<file path="src/rtl/alu_pkg.sv">
// alu_pkg -- shared definitions for the ALU datapath and its controller.
//   Opcode encodings, FSM state type, flag bit positions, default operand
//   width and the op-strobe priority encoder.
package alu_pkg;

  localparam int WIDTH_DEF = 8;

  typedef enum logic [3:0] {
    OP_NONE = 4'h0,
    OP_CMP  = 4'h1,
    OP_ADD  = 4'h2,
    OP_SUB  = 4'h3,
    OP_DIV  = 4'h4,
    OP_MUL  = 4'h5
  } alu_op_e;

  typedef enum logic [1:0] {
    S_IDLE = 2'd0,
    S_RUN  = 2'd1,
    S_DONE = 2'd2
  } alu_state_e;

  // flags = {err, carry, lt, eq, gt}
  localparam int FLAG_GT    = 0;
  localparam int FLAG_EQ    = 1;
  localparam int FLAG_LT    = 2;
  localparam int FLAG_CARRY = 3;
  localparam int FLAG_ERR   = 4;
  localparam int FLAG_W     = 5;

  // Cmp > Add > Sub > Div > Mul; the losers are simply dropped.
  function automatic alu_op_e pick_op(input logic cmp, input logic add,
                                      input logic sub, input logic div,
                                      input logic mul);
    alu_op_e op;
    op = OP_NONE;
    if (cmp)      op = OP_CMP;
    else if (add) op = OP_ADD;
    else if (sub) op = OP_SUB;
    else if (div) op = OP_DIV;
    else if (mul) op = OP_MUL;
    return op;
  endfunction

endpackage

</file>
<file path="src/rtl/alu_iter_unit.sv">
// alu_iter_unit -- iterative datapath for the multi-cycle ops.
//   Unsigned shift-add multiply and (with ALU_DP_DIV_EN) unsigned restoring
//   divide, one bit per cycle, sequenced by a down-counter loaded with WIDTH.
// Ports:
//   clk, reset   clock, synchronous active-high reset
//   start_i      load operands and start an iteration run
//   div_i        (ALU_DP_DIV_EN only) start a divide instead of a multiply
//   a_i, b_i     operands (multiplicand/multiplier or dividend/divisor)
//   last_o       the step taken on the coming edge is the final one
//   result_o     value the product/{rem,quot} register takes on the coming step
module alu_iter_unit #(
  parameter int WIDTH = 8
) (
  input  logic               clk,
  input  logic               reset,
  input  logic               start_i,
`ifdef ALU_DP_DIV_EN
  input  logic               div_i,
`endif
  input  logic [WIDTH-1:0]   a_i,
  input  logic [WIDTH-1:0]   b_i,
  output logic               last_o,
  output logic [2*WIDTH-1:0] result_o
);

  localparam int CW = $clog2(WIDTH + 1);

  // mul: {accumulator, remaining multiplier bits}; div: {remainder, quotient}
  logic [2*WIDTH-1:0] p_q, p_d;
  logic [WIDTH-1:0]   m_q, m_d;
  logic [CW-1:0]      cnt_q, cnt_d;
  logic [WIDTH:0]     mul_sum;
  logic [2*WIDTH-1:0] step_next;
`ifdef ALU_DP_DIV_EN
  logic               div_q, div_d;
  logic [WIDTH:0]     rem_sh;
  logic [WIDTH:0]     trial;
  logic               fits;
`endif

  always_comb begin
    mul_sum   = {1'b0, p_q[2*WIDTH-1:WIDTH]} + (p_q[0] ? {1'b0, m_q} : '0);
    step_next = {mul_sum, p_q[WIDTH-1:1]};
`ifdef ALU_DP_DIV_EN
    // rem_sh < 2*divisor, so trial's top bit is set exactly when it went negative.
    rem_sh = {p_q[2*WIDTH-1:WIDTH], p_q[WIDTH-1]};
    trial  = rem_sh - {1'b0, m_q};
    fits   = ~trial[WIDTH];
    if (div_q) begin
      step_next = {(fits ? trial[WIDTH-1:0] : rem_sh[WIDTH-1:0]),
                   p_q[WIDTH-2:0], fits};
    end
`endif
  end

  always_comb begin
    p_d   = p_q;
    m_d   = m_q;
    cnt_d = cnt_q;
`ifdef ALU_DP_DIV_EN
    div_d = div_q;
`endif
    if (start_i) begin
      cnt_d = CW'(WIDTH);
`ifdef ALU_DP_DIV_EN
      div_d = div_i;
      if (div_i) begin
        p_d = {{WIDTH{1'b0}}, a_i};
        m_d = b_i;
      end else begin
        p_d = {{WIDTH{1'b0}}, b_i};
        m_d = a_i;
      end
`else
      p_d = {{WIDTH{1'b0}}, b_i};
      m_d = a_i;
`endif
    end else if (cnt_q != '0) begin
      p_d   = step_next;
      cnt_d = cnt_q - 1'b1;
    end
  end

  always_ff @(posedge clk) begin
    if (reset) begin
      p_q   <= '0;
      m_q   <= '0;
      cnt_q <= '0;
`ifdef ALU_DP_DIV_EN
      div_q <= 1'b0;
`endif
    end else begin
      p_q   <= p_d;
      m_q   <= m_d;
      cnt_q <= cnt_d;
`ifdef ALU_DP_DIV_EN
      div_q <= div_d;
`endif
    end
  end

  assign last_o   = (cnt_q == CW'(1));
  assign result_o = step_next;

endmodule

</file>
<file path="src/rtl/alu_datapath.sv">
// alu_datapath -- operand registers, single-cycle ops and sequencing FSM.
//   CMP/ADD/SUB finish in one cycle; MUL (and DIV when ALU_DP_DIV_EN is
//   defined) run WIDTH cycles in alu_iter_unit. Without ALU_DP_DIV_EN a
//   divide request returns result=0 with err set after one cycle.
// Ports:
//   clk, reset                 clock, synchronous active-high reset
//   ldA, ldB, opA_in, opB_in   operand load strobes and data (IDLE only)
//   aCmp aAdd aSub aDiv aMul   op strobes, priority Cmp>Add>Sub>Div>Mul
//   result, flags              held result and {err,carry,lt,eq,gt}
//   done                       one-cycle pulse when result/flags update
//   busy                       op in progress (RUN or DONE)
//   overrun                    pulse: a strobe arrived while busy and was dropped
//
// state  | meaning
// S_IDLE | accepting loads and op strobes
// S_RUN  | iterating MUL/DIV one bit per cycle
// S_DONE | result valid, done high; back to IDLE next edge
module alu_datapath
  import alu_pkg::*;
#(
  parameter int WIDTH = WIDTH_DEF
) (
  input  logic               clk,
  input  logic               reset,
  input  logic               ldA,
  input  logic               ldB,
  input  logic               aCmp,
  input  logic               aAdd,
  input  logic               aSub,
  input  logic               aDiv,
  input  logic               aMul,
  input  logic [WIDTH-1:0]   opA_in,
  input  logic [WIDTH-1:0]   opB_in,
  output logic [2*WIDTH-1:0] result,
  output logic [FLAG_W-1:0]  flags,
  output logic               done,
  output logic               busy,
  output logic               overrun
);

  alu_state_e         state_q, state_d;
  logic [WIDTH-1:0]   a_q, b_q;
  logic [2*WIDTH-1:0] result_q, result_d;
  logic [FLAG_W-1:0]  flags_q, flags_d;
  logic               overrun_q, overrun_d;

  alu_op_e            op_sel;
  logic               any_req;
  logic [WIDTH:0]     add_sum;
  logic [WIDTH-1:0]   sub_diff;
  logic               a_lt_b;

  logic               iter_start;
  logic               iter_last;
  logic [2*WIDTH-1:0] iter_result;
`ifdef ALU_DP_DIV_EN
  logic               iter_div;
`endif

  assign op_sel   = pick_op(aCmp, aAdd, aSub, aDiv, aMul);
  assign any_req  = aCmp | aAdd | aSub | aDiv | aMul | ldA | ldB;
  assign add_sum  = {1'b0, a_q} + {1'b0, b_q};
  assign sub_diff = a_q - b_q;
  assign a_lt_b   = (a_q < b_q);

  always_comb begin
    state_d    = state_q;
    result_d   = result_q;
    flags_d    = flags_q;
    overrun_d  = 1'b0;
    iter_start = 1'b0;
`ifdef ALU_DP_DIV_EN
    iter_div   = 1'b0;
`endif
    case (state_q)
      S_IDLE: begin
        case (op_sel)
          OP_CMP: begin
            result_d         = '0;
            flags_d          = '0;
            flags_d[FLAG_LT] = a_lt_b;
            flags_d[FLAG_EQ] = (a_q == b_q);
            flags_d[FLAG_GT] = ~a_lt_b & (a_q != b_q);
            state_d          = S_DONE;
          end
          OP_ADD: begin
            result_d            = {{(WIDTH-1){1'b0}}, add_sum};
            flags_d             = '0;
            flags_d[FLAG_CARRY] = add_sum[WIDTH];
            state_d             = S_DONE;
          end
          OP_SUB: begin
            result_d            = {{WIDTH{1'b0}}, sub_diff};
            flags_d             = '0;
            flags_d[FLAG_CARRY] = a_lt_b;
            state_d             = S_DONE;
          end
          OP_DIV: begin
`ifdef ALU_DP_DIV_EN
            if (b_q == '0) begin
              // divide by zero: remainder=A, quotient saturates
              result_d          = {a_q, {WIDTH{1'b1}}};
              flags_d           = '0;
              flags_d[FLAG_ERR] = 1'b1;
              state_d           = S_DONE;
            end else begin
              iter_start = 1'b1;
              iter_div   = 1'b1;
              state_d    = S_RUN;
            end
`else
            result_d          = '0;
            flags_d           = '0;
            flags_d[FLAG_ERR] = 1'b1;
            state_d           = S_DONE;
`endif
          end
          OP_MUL: begin
            iter_start = 1'b1;
            state_d    = S_RUN;
          end
          default: ;
        endcase
      end
      S_RUN: begin
        overrun_d = any_req;
        if (iter_last) begin
          result_d = iter_result;
          flags_d  = '0;
          state_d  = S_DONE;
        end
      end
      S_DONE: begin
        overrun_d = any_req;
        state_d   = S_IDLE;
      end
      default: state_d = S_IDLE;
    endcase
  end

  always_ff @(posedge clk) begin
    if (reset) begin
      state_q   <= S_IDLE;
      a_q       <= '0;
      b_q       <= '0;
      result_q  <= '0;
      flags_q   <= '0;
      overrun_q <= 1'b0;
    end else begin
      state_q   <= state_d;
      result_q  <= result_d;
      flags_q   <= flags_d;
      overrun_q <= overrun_d;
      if (state_q == S_IDLE) begin
        if (ldA) a_q <= opA_in;
        if (ldB) b_q <= opB_in;
      end
    end
  end

  alu_iter_unit #(.WIDTH(WIDTH)) u_iter (
    .clk      (clk),
    .reset    (reset),
    .start_i  (iter_start),
`ifdef ALU_DP_DIV_EN
    .div_i    (iter_div),
`endif
    .a_i      (a_q),
    .b_i      (b_q),
    .last_o   (iter_last),
    .result_o (iter_result)
  );

  assign result  = result_q;
  assign flags   = flags_q;
  assign done    = (state_q == S_DONE);
  assign busy    = (state_q != S_IDLE);
  assign overrun = overrun_q;

endmodule

</file>
<file path="config.mk">
export PLATFORM = sky130hd
export DESIGN_NAME = alu_datapath
export DESIGN_NICKNAME = d
export VERILOG_FILES = /design/src/rtl/alu_pkg.sv /design/src/rtl/alu_iter_unit.sv /design/src/rtl/alu_datapath.sv
export SDC_FILE = /design/constraint.sdc
export NUM_CORES = 1
export LEC_CHECK = 0
export BUFFER_PORTS_ARGS = -buffer_cell sky130_fd_sc_hd__clkbuf_2
export CORE_MARGIN = 2
export CORE_UTILIZATION = 55
export CTS_CLUSTER_DIAMETER = 80
export DETAILED_ROUTE_END_ITERATION = 8
export GPL_TIMING_DRIVEN = 0
export PLACE_DENSITY = 0.76
export SYNTH_ARGS = -nofsm -noshare
export SYNTH_HDL_FRONTEND = slang
export SYNTH_SLANG_ARGS = --single-unit
</file>
<file path="constraint.sdc">
create_clock -name clk -period 2.5 [get_ports clk]
set_clock_uncertainty 0.2 [all_clocks]
set_input_delay 0.625 -clock clk [delete_from_list [all_inputs] [get_ports clk]]
set_output_delay 0.625 -clock clk [all_outputs]
set_load 0.01 [all_outputs]
</file>
Word level (Yosys, flattened, before mapping)
Cells that the tools add are included.
{ "totals": {"register_bits": 68, "in_bits": 25, "output_inout_bits": 24, "wordCells": 75} }
{ "classes": {"n_addsub": 4, "magnitude_cmp": 1, "n_eq_ne": 14, "muxes": 21, "bitwise_logic": 9, "reduce_logical": 15} }
{ "ops": {"columns": ["cell", "count"], "rows": [
  ["16-bit case mux with 3 select lines", 1],
  ["16-bit case mux with 2 select lines", 1],
  ["8-bit 2-to-1 mux", 3],
  ["5-bit case mux with 4 select lines", 1],
  ["8-bit by 8-bit adder with 9-bit output", 2],
  ["16-bit 2-to-1 mux", 1],
  ["3-bit 2-to-1 mux", 5],
  ["5-bit case mux with 2 select lines", 1],
  ["4-bit by 1-bit == test with 1-bit output (second input constant)", 2],
  ["4-bit by 2-bit == test with 1-bit output (second input constant)", 2],
  ["4-bit by 3-bit == test with 1-bit output (second input constant)", 2],
  ["8-bit == test", 1],
  ["8-bit less-than comparator", 1],
  ["4-bit 2-to-1 mux", 2],
  ["8-bit inequality test", 1],
  ["2-bit case mux with 2 select lines", 2],
  ["2-bit OR reduction", 4],
  ["8-bit subtractor", 1],
  ["1-bit bitwise OR", 6],
  ["2-bit AND reduction", 3],
  ["3-bit AND reduction", 2],
  ["2-bit nonzero test", 3],
  ["5-bit 2-to-1 mux", 1],
  ["5-bit by 1-bit inequality test with 1-bit output (second input constant)", 1],
  ["13 further kinds", 15]
]} }

Depth between registers and ports, before layout
Gate-level depths: netlist (run 1).
{ "depth": {"depth_word": 9, "mapped_depth": 10, "mapped_depth_nobuf": 10} }

By module
Synthesis (run 1) repeated with hierarchy kept, for this count alone.
{ "hier_totals": {"hier_cells": 513, "hier_area_um2": 4246.6} }
{ "modules_own_cells": {"columns": ["mod", "n_inst", "cells_per_inst", "area_each_um2", "seq_area_each_um2"], "rows": [
  ["alu_datapath", 1, 323, 2602.5, 800.8],
  ["alu_iter_unit", 1, 190, 1644.1, 560.5]
]} }

Least setup slack after synthesis (run 1)
OpenSTA, ideal clock, no wires.
{ "synth_path": {"kind": "reg-to-reg", "startpoint": "reg a_q[0]", "endpoint": "reg result_q[4] (netlist: result[4])", "setup_ps": 129, "arrival_time_ps": 1859, "t_required_ps": 2171, "path_slack_ps": 312, "path_stages_with_launch": 11, "path_buffers": 0, "synth_period_minus_slack_ps": 2188, "path_cell_list": "dfxtp_1 inv_1 ha_1 inv_1 fa_1 a21oi_1 o21ba_2 a2bb2oi_1 nor3_1 a2111oi_0 nor2_1"} }
{ "synth_between": {"elab_chain_cells": 3, "word_cells_on_any_way": 4} }
{ "synth_lines": {"columns": ["item", "line", "rtl"], "rows": [
  ["from (decl)", "alu_datapath.sv:42", "logic [WIDTH-1:0] a_q, b_q;"],
  ["from (signal assigned)", "alu_datapath.sv:155", "if (ldA) a_q <= opA_in;"],
  ["8-bit subtractor / 8-bit by 8-bit adder with 9-bit output (equally long branches)", "alu_datapath.sv:63, alu_datapath.sv:62", null],
  ["16-bit case mux with 3 select lines (*)", "alu_datapath.sv:77", "case (op_sel)"],
  ["16-bit case mux with 2 select lines (*)", "alu_datapath.sv:75", "case (state_q)"],
  ["to (signal assigned)", "alu_datapath.sv:151", "result_q <= result_d;"],
  ["to (decl)", "alu_datapath.sv:43", "logic [2*WIDTH-1:0] result_q, result_d;"]
]} }
Mark *: on every way between the ends. The rest lies on a longest branch, timed or not. The select of a mux whose other input is x is not followed.
A chain may end at the register's enable or synchronous reset.

Final worst setup path (run 1)
{ "layout_path": {"startpoint": "reg b_q[0]", "endpoint": "reg result_q[4] (netlist: result[4])"} }
{ "layout_between": {"elab_chain_cells": 3, "word_cells_on_any_way": 4} }
{ "layout_lines": {"columns": ["item", "line", "rtl"], "rows": [
  ["from (decl)", "alu_datapath.sv:42", null],
  ["from (signal assigned)", "alu_datapath.sv:156", "if (ldB) b_q <= opB_in;"],
  ["8-bit subtractor / 8-bit by 8-bit adder with 9-bit output (equally long branches)", "alu_datapath.sv:63, alu_datapath.sv:62", null],
  ["16-bit case mux with 3 select lines (*)", "alu_datapath.sv:77", null],
  ["16-bit case mux with 2 select lines (*)", "alu_datapath.sv:75", null]
]} }
Marked as above.

==> results of run 1 <==
[registers in the layout, indices dropped and copies added (netlist names)]
signal	flops
u_iter.p_q	16
flags	5
b_q	8
state_q	2
overrun	1
result	16
a_q	8
u_iter.m_q	8
u_iter.cnt_q	4
[synthesized netlist by cell type, types with 4 or more instances]
master | count | area (µm²)
sky130_fd_sc_hd__nand2_1 | 76 | 285
sky130_fd_sc_hd__dfxtp_1 | 68 | 1360
sky130_fd_sc_hd__a21oi_1 | 61 | 305
sky130_fd_sc_hd__nor2_1 | 39 | 146
sky130_fd_sc_hd__ha_1 | 30 | 375
sky130_fd_sc_hd__inv_1 | 25 | 93.8
sky130_fd_sc_hd__nand3_1 | 24 | 120
sky130_fd_sc_hd__o21ai_0 | 18 | 90.1
sky130_fd_sc_hd__buf_2 | 12 | 60.1
sky130_fd_sc_hd__clkbuf_1 | 11 | 41.3
sky130_fd_sc_hd__nor3_1 | 11 | 55.1
sky130_fd_sc_hd__and2_1 | 10 | 62.6
sky130_fd_sc_hd__xnor2_1 | 10 | 87.6
sky130_fd_sc_hd__a311oi_1 | 8 | 70.1
sky130_fd_sc_hd__a211oi_1 | 6 | 45.0
sky130_fd_sc_hd__o31ai_1 | 5 | 37.5
sky130_fd_sc_hd__and3_1 | 4 | 25.0
sky130_fd_sc_hd__nor2b_1 | 4 | 25.0
sky130_fd_sc_hd__o21a_1 | 4 | 30.0
[metal layers]
layer / GRT usage / vias to the layer above
met4: 0.123 / 2
met3: 0.0584 / 27
met1: 0.378 / 1747
met5: 0.0519 / -
met2: 0.452 / 156
li1: - / 1828
[stage by stage]
step	hold slack, ns	area, µm²	setup TNS, ns
finish	0.253	4460	0
global route	0.276	4460	0
CTS	0.256	4420	0
detailed placement	0.244	4200	-0.185
global placement	0.238	4200	-0.122
floorplan	0.232	3850	0
[final timing paths]
kind	from	to	slack (ns)	cells after the start
setup / recovery	b_q[0]$_SDFFE_PP0P_	result[4]$_SDFFE_PP0P_	0.09	9
hold / removal	u_iter.m_q[0]$_SDFFE_PP0P_	u_iter.m_q[0]$_SDFFE_PP0P_	0.25	2
setup reg to reg	b_q[0]$_SDFFE_PP0P_	result[4]$_SDFFE_PP0P_	0.09	9
hold reg to reg	u_iter.m_q[0]$_SDFFE_PP0P_	u_iter.m_q[0]$_SDFFE_PP0P_	0.25	2
[what timing repair did]
action,CTS,global route
endpoints found under the setup margin,3,13
gates resized for setup,4,13
pin swaps,0,1
hold buffers,0,0
[logic make-up (layout without fill, tap and decap cells)]
| family | Yosys count | after routing | synth area share |
|---|---|---|---|
| and+or+nand+nor | 189 | 189 | 0.228 |
| AOI/OAI and AO/OA | 134 | 134 | 0.225 |
| DFF | 68 | 68 | 0.353 |
| buffers and inverters | 52 | 114 | 0.0549 |
| adders and majority gates | 33 | 33 | 0.113 |
| xor gates and xnor gates | 10 | 10 | 0.0227 |
| muxes | 1 | 1 | 0.00260 |
[power groups by stage]
stage                     clock network, W  logic, W  registers, W
final                             0.000974  0.000877       0.00128
after floorplan                          0  0.000610       0.00128
after CTS                         0.000971  0.000856       0.00128
after detailed placement                 0  0.000848       0.00130
after global routing               0.00102  0.000965       0.00129
after global placement                   0  0.000824       0.00130
[layout by cell type (no fill, tap or decap), types with 11 or more instances in the layout]
cell type,instances
sky130_fd_sc_hd__dfxtp_1,64
sky130_fd_sc_hd__ha_1,29
sky130_fd_sc_hd__nand2_1,76
sky130_fd_sc_hd__clkbuf_1,11
sky130_fd_sc_hd__nor3_1,11
sky130_fd_sc_hd__inv_1,25
sky130_fd_sc_hd__clkbuf_2,47
sky130_fd_sc_hd__nand3_1,24
sky130_fd_sc_hd__o21ai_0,17
sky130_fd_sc_hd__buf_2,12
sky130_fd_sc_hd__a21oi_1,60
sky130_fd_sc_hd__nor2_1,39
[layout make-up]
class | count | area share
Clock inverter | 7 | 0.0185
Clock buffer | 9 | 0.0278
Inverter | 25 | 0.0210
Multi-Input combinational cell | 367 | 0.521
Buffer | 27 | 0.0272
Sequential cell | 68 | 0.306
Tap cell | 96 | 0.0269
Timing Repair Buffer | 46 | 0.0516
[worst max-delay path: cells and delay by family, from the launching register on]
kind            cells  cell delay (ns)
buf+inv             1             0.05
simple gates        2             0.17
fa+ha+maj           2             0.61
flops               1             0.39
compound gates      4             0.89
==> parameters.txt, run 1 <==
Parameter                              Value

Placement
  Port Buf Inserts    46
  Pre-CTS setup slack    -0.0930 ns
  Cell total after placement    629
  Final HPWL DP    roughly 8.1 mm
  Weighted congestion at the end of routability-driven global placement    just over 0.9

Route
  Remaining DRCs    0
  DR vias/cell    about 5.8
  Drt initial violations    around 300
  Post-route ant nets    0
  Vias post-DR    between 3000 and 4000
  Met3 Routed Length    just over 700 µm
  DRT Wirelength    ~11 mm
  Routed wire length per instance    between 15 and 20 µm
  First-pass detailed-route iteration total    5
  Wire length on met2    between 4 and 5 mm
  Top Layer Used    met5
  Met1 wire length    4.81 mm

Logic synthesis
  Number of register bits inferred by synthesis    68
  Avg Cell Area, Syn    between 7 and 8 µm²
  Seq/Total Area, Yosys    0.353
  Most frequently used flop master after synthesis    sky130_fd_sc_hd__dfxtp_1
  Number of enable flip-flop cells after synthesis    0
  Mapped cell area    3850 µm²
  Ys Warns    0
  Share of synthesized flip-flops with an asynchronous set or reset    0
  Synthesized net count    545
  Mapped Cells    slightly below 500
  Count of cell types in the netlist    55

Final layout
  Layout Utilization    0.657
  Final layout net count    approximately 600
  Total area of multi-input combinational cells    around 2300 µm²
  Signed area change from the synthesized netlist to the final layout    15.9%
  Non-Filler Instances    between 600 and 700
  Share of layout cells above drive strength 1    0.177
  Reg area    ~1400 µm²
  Antenna Diode Count    0
  Fill cell count    635

Timing
  Max-slew headroom    0.583
  Slew at the pin closest to its max-slew limit    about 0.63 ns
  Highest clock rate    about 420 MHz
  Final clock period utilization by the worst path    0.962
  Setup-violating endpoint count in the final report    0
  Post-route setup slack    about 0.094 ns
  Clock period minus final worst setup slack    about 2.4 ns
  Total count of max-transition violations in the final report    0
  Unrepaired setup endpoints after global routing    no
  Final hold vios    0

CTS
  Clock Latency Late Sink    approximately 0.36 ns
  Cell chosen for the clock root    sky130_fd_sc_hd__clkbuf_8
  Number of setup buffers added after CTS    0
  Buffer depth of the longest clock path    2
  Clk pin slew, worst setup/hold paths    roughly 0.080 ns
  CTS H-Tree Depth    3
  TritonCTS clock tree    done
  Number of clock sinks seen by CTS    68
  Number of CTS-inserted buffers    9

Min path
  Class of the tightest hold or removal check    flop to flop

Power and ir drop
  Combinational fraction of design power    0.280
  Pwr Total    0.00313 W
  Internal Power    0.00199 W
  Maximum vdd drop    0.000342 V
  Power density cells    701 nW/µm²
  Net Sw Power    approximately 0.0011 W
  Switching Share    0.365
  Clock group share of total power    0.311
  Leakage power of the design    between 1.5 and 2 nW
  Register share of total power    0.409

Critical path
  Crit path largest cell delay    ~0.42 ns
  Series of cell instances along the critical path    ha_1 > inv_1 > fa_1 > a21oi_2 > o21ba_2 > a2bb2oi_1 > nor3_1 > a2111oi_2 > nor2_1
  Type of the setup path with the least slack    flop to flop
  Worst endpoint required time    2.54 ns
  Cell at the slowest stage of the critical path    sky130_fd_sc_hd__fa_1
  Category of the worst setup path launch point    flop
  CP endpoint kind    flop
  Maximum fanout along the worst path    4
  Data arrival time of the worst path    roughly 2.5 ns

Global route
  First-pass GRT wire length    between 15 and 20 mm
  Antenna violations before repair    0
  Vias in the first global route    between 3000 and 4000
  Congestion Overflow GR    0
  Global Route Usage Sum    0.287
  Pin count of the biggest net entering global routing    15

Floorplan
  Number of I/O pins    49
  Die Width    slightly below 90 µm
  Die ar.    between 7000 and 8000 µm²
  CORE AREA    6790 µm²
  Initial core utilization    0.567
  Rows    30
  Vertical die dimension    just under 90 µm

Job
  Max-Cap Viols    0

Status
  Result of the run    finished clean
(Power assumes the default switching activity.)
==> run 2, diff against run 1 <==
- CELL_PAD_IN_SITES_DETAIL_PLACEMENT: unset -> 2
- CELL_PAD_IN_SITES_GLOBAL_PLACEMENT: unset -> 2
- CORE_UTILIZATION: 55 -> 34
- PLACE_DENSITY: 0.76 -> unset
- PLACE_DENSITY_LB_ADDON: unset -> 0.1
==> run 2 against run 1 <==
Clock power increased by 20%. Critical path depth increased by 1. Cell count grew 6.2%. Die area up 59%. Setup slack better by 0.046 ns. Via count about the same. Critical endpoint unchanged.
==> parameters.txt, run 2 (synthesis gave the netlist of run 1 again) <==
Parameter                              Value

Floorplan
  CORE AREA    between 10000 and 15000 µm²
  Initial core utilization    0.352
  Vertical die dimension    roughly 110 µm
  Number of I/O pins    49
  Rows    38
  Die ar.    approximately 12000 µm²
  Die Width    110 µm

Critical path
  Critical path's top delay family    compound AO/OA/AOI/OAI gates
  Worst endpoint required time    about 2.5 ns
  Cell at the slowest stage of the critical path    sky130_fd_sc_hd__fa_2
  Data arrival time of the worst path    2.37 ns
  Worst r2r dst    result[4]$_SDFFE_PP0P_
  Count of buffer and inverter cells on the critical path    2
  Series of cell instances along the critical path    inv_1 > ha_1 > inv_1 > fa_2 > a21oi_2 > o21ba_2 > a2bb2oi_1 > nor3_1 > a2111oi_2 > nor2_1
  First element of the critical path    a_q[0]$_SDFFE_PP0P_
  FF-to-FF path depth    10
  Slack of the worst reg-to-reg path    about 0.14 ns
  Maximum fanout along the worst path    4
  Crit path largest cell delay    about 0.37 ns
  Critical Path Most Common Cell    sky130_fd_sc_hd__inv_1
  Type of the setup path with the least slack    flop to flop
  CP endpoint kind    flop
  Startpoint of the worst-slack reg-to-reg timing path    a_q[0]$_SDFFE_PP0P_
  Category of the worst setup path launch point    flop

CTS
  Total of hold buffers inserted after clock tree synthesis    0
  Clk pin slew, worst setup/hold paths    approximately 0.050 ns
  CTS H-Tree Depth    3
  Number of setup buffers added after CTS    0
  Clock Latency Late Sink    0.33 ns
  Cell chosen for the clock root    sky130_fd_sc_hd__clkbuf_16
  Buffer depth of the longest clock path    2
  Number of clock sinks seen by CTS    68
  Number of CTS-inserted buffers    9
  TritonCTS clock tree    done

Timing
  Unrepaired setup endpoints after global routing    yes
  Clock period minus final worst setup slack    around 2.4 ns
  Total count of max-transition violations in the final report    0
  Final clock period utilization by the worst path    0.944
  Max-slew headroom    0.476
  Setup TNS    0 ns
  Slew at the pin closest to its max-slew limit    0.785 ns
  Highest clock rate    424 MHz
  Setup-violating endpoint count in the final report    0
  Final hold vios    0

Power and ir drop
  Pwr Total    around 0.0034 W
  Maximum vdd drop    just over 0.0003 V
  Leakage power of the design    ~1.9 nW
  Power density cells    733 nW/µm²

Global route
  Global Route Usage Sum    0.232
  Pin count of the biggest net entering global routing    11
  First-pass GRT wire length    approximately 22 mm
  Congestion Overflow GR    0
  Vias in the first global route    around 4100
  Antenna violations before repair    0

Placement
  Weighted congestion at the end of routability-driven global placement    ~0.9
  Port Buf Inserts    46
  Final HPWL DP    roughly 11 mm
  Cell total after placement    roughly 670

Status
  Result of the run    finished clean

Final layout
  Final layout net count    around 600
  Fill cell count    approximately 1300
  Non-Filler Instances    just under 700
  Antenna Diode Count    0
  Signed area change from the synthesized netlist to the final layout    20.8%
  Most frequent cells in the layout    sky130_fd_sc_hd__nand2_1, sky130_fd_sc_hd__dfxtp_1, sky130_fd_sc_hd__a21oi_1, sky130_fd_sc_hd__clkbuf_2, sky130_fd_sc_hd__nor2_1
  Share of layout cells above drive strength 1    0.196
  Most common library cell in the layout ignoring fill and taps    sky130_fd_sc_hd__nand2_1

Min path
  Hold worst-path end    u_iter.m_q[3]$_SDFFE_PP0P_
  Class of the tightest hold or removal check    flop to flop
  Hold Crit Depth    2
  Min-Delay Startpoint    u_iter.m_q[3]$_SDFFE_PP0P_

Route
  Vias post-DR    ~3800
  Drt initial violations    between 150 and 200
  First-pass detailed-route iteration total    4
  Remaining DRCs    0
  Post-route ant nets    0
  Routed wire length per instance    20.3 µm
  DR vias/cell    about 5.5
  DRT Wirelength    between 10 and 15 mm

Job
  Max-Cap Viols    0
==> run 2: changes by cell type in the layout (fill, tap and decap cells not counted), sizes merged <==
cell,change
clkinv,+1
bufinv,-1
buf,-1
clkinvlp,-1
clkbuf,+2
inv,-4
==> run 2: power breakdown <==
group          switching (W)  internal [W]
combinational       0.000612      0.000335
clock               0.000466      0.000707
sequential         0.0000979       0.00119
==> run 2: worst max path at each step <==
stage | depth (start not counted) | endpoint | slack, ns
finish | 10 | result[4]$_SDFFE_PP0P_ | 0.14
global route | 10 | result[4]$_SDFFE_PP0P_ | -0.05
CTS | 7 | result[4]$_SDFFE_PP0P_ | -0.05
detailed placement | 7 | u_iter.p_q[7]$_SDFFE_PP0P_ | -0.28
global placement | 7 | u_iter.p_q[7]$_SDFFE_PP0P_ | -0.19
floorplan | 10 | result[4]$_SDFFE_PP0P_ | 0.31
==> run 2: per-layer routing <==
layer,routed length [µm],GRT usage,up-vias
met1,6480,0.295,1863
li1,-,-,1824
met5,0,0,-
met4,182,0.0633,0
met2,6890,0.407,61
met3,340,0.0395,14
==> run 2: through the flow <==
stage	hold slack (ns)	cell area [µm²]	utilization	setup slack (ns)
5_1_grt	0.273	4650	0.425	-0.0518
3_3_place_gp	0.243	4260	0.389	-0.189
6_report	0.253	4650	0.425	0.140
4_1_cts	0.259	4560	0.417	-0.0451
3_5_place_dp	0.252	4260	0.389	-0.277
2_1_floorplan	0.232	3850	-	0.312
==> run 2: repair_timing <==
action                     CTS  global route
resized for setup            8            29
setup endpoints to repair    9            36
pin swaps                    1             4
==> run 2: layout make-up <==
| class | instances | area [µm²] | share of cell area |
|---|---|---|---|
| clock inverter | 2 | 12.5 | 0.00269 |
| timing repair buffer | 46 | 230 | 0.0495 |
| multi-input combinational | 367 | 2390 | 0.515 |
| sequential | 68 | 1380 | 0.296 |
| tap | 140 | 175 | 0.0377 |
| clock buffer | 11 | 253 | 0.0543 |
| buffer | 26 | 119 | 0.0256 |
| inverter | 25 | 93.8 | 0.0202 |
==> run 2: worst reg2reg max path, delay by kind of cell, from the launching register on <==
kind	cells	cell delay [ns]
compound gates	4	0.86
fa+ha+maj	2	0.54
buf+inv	2	0.12
flops	1	0.35
simple gates	2	0.16
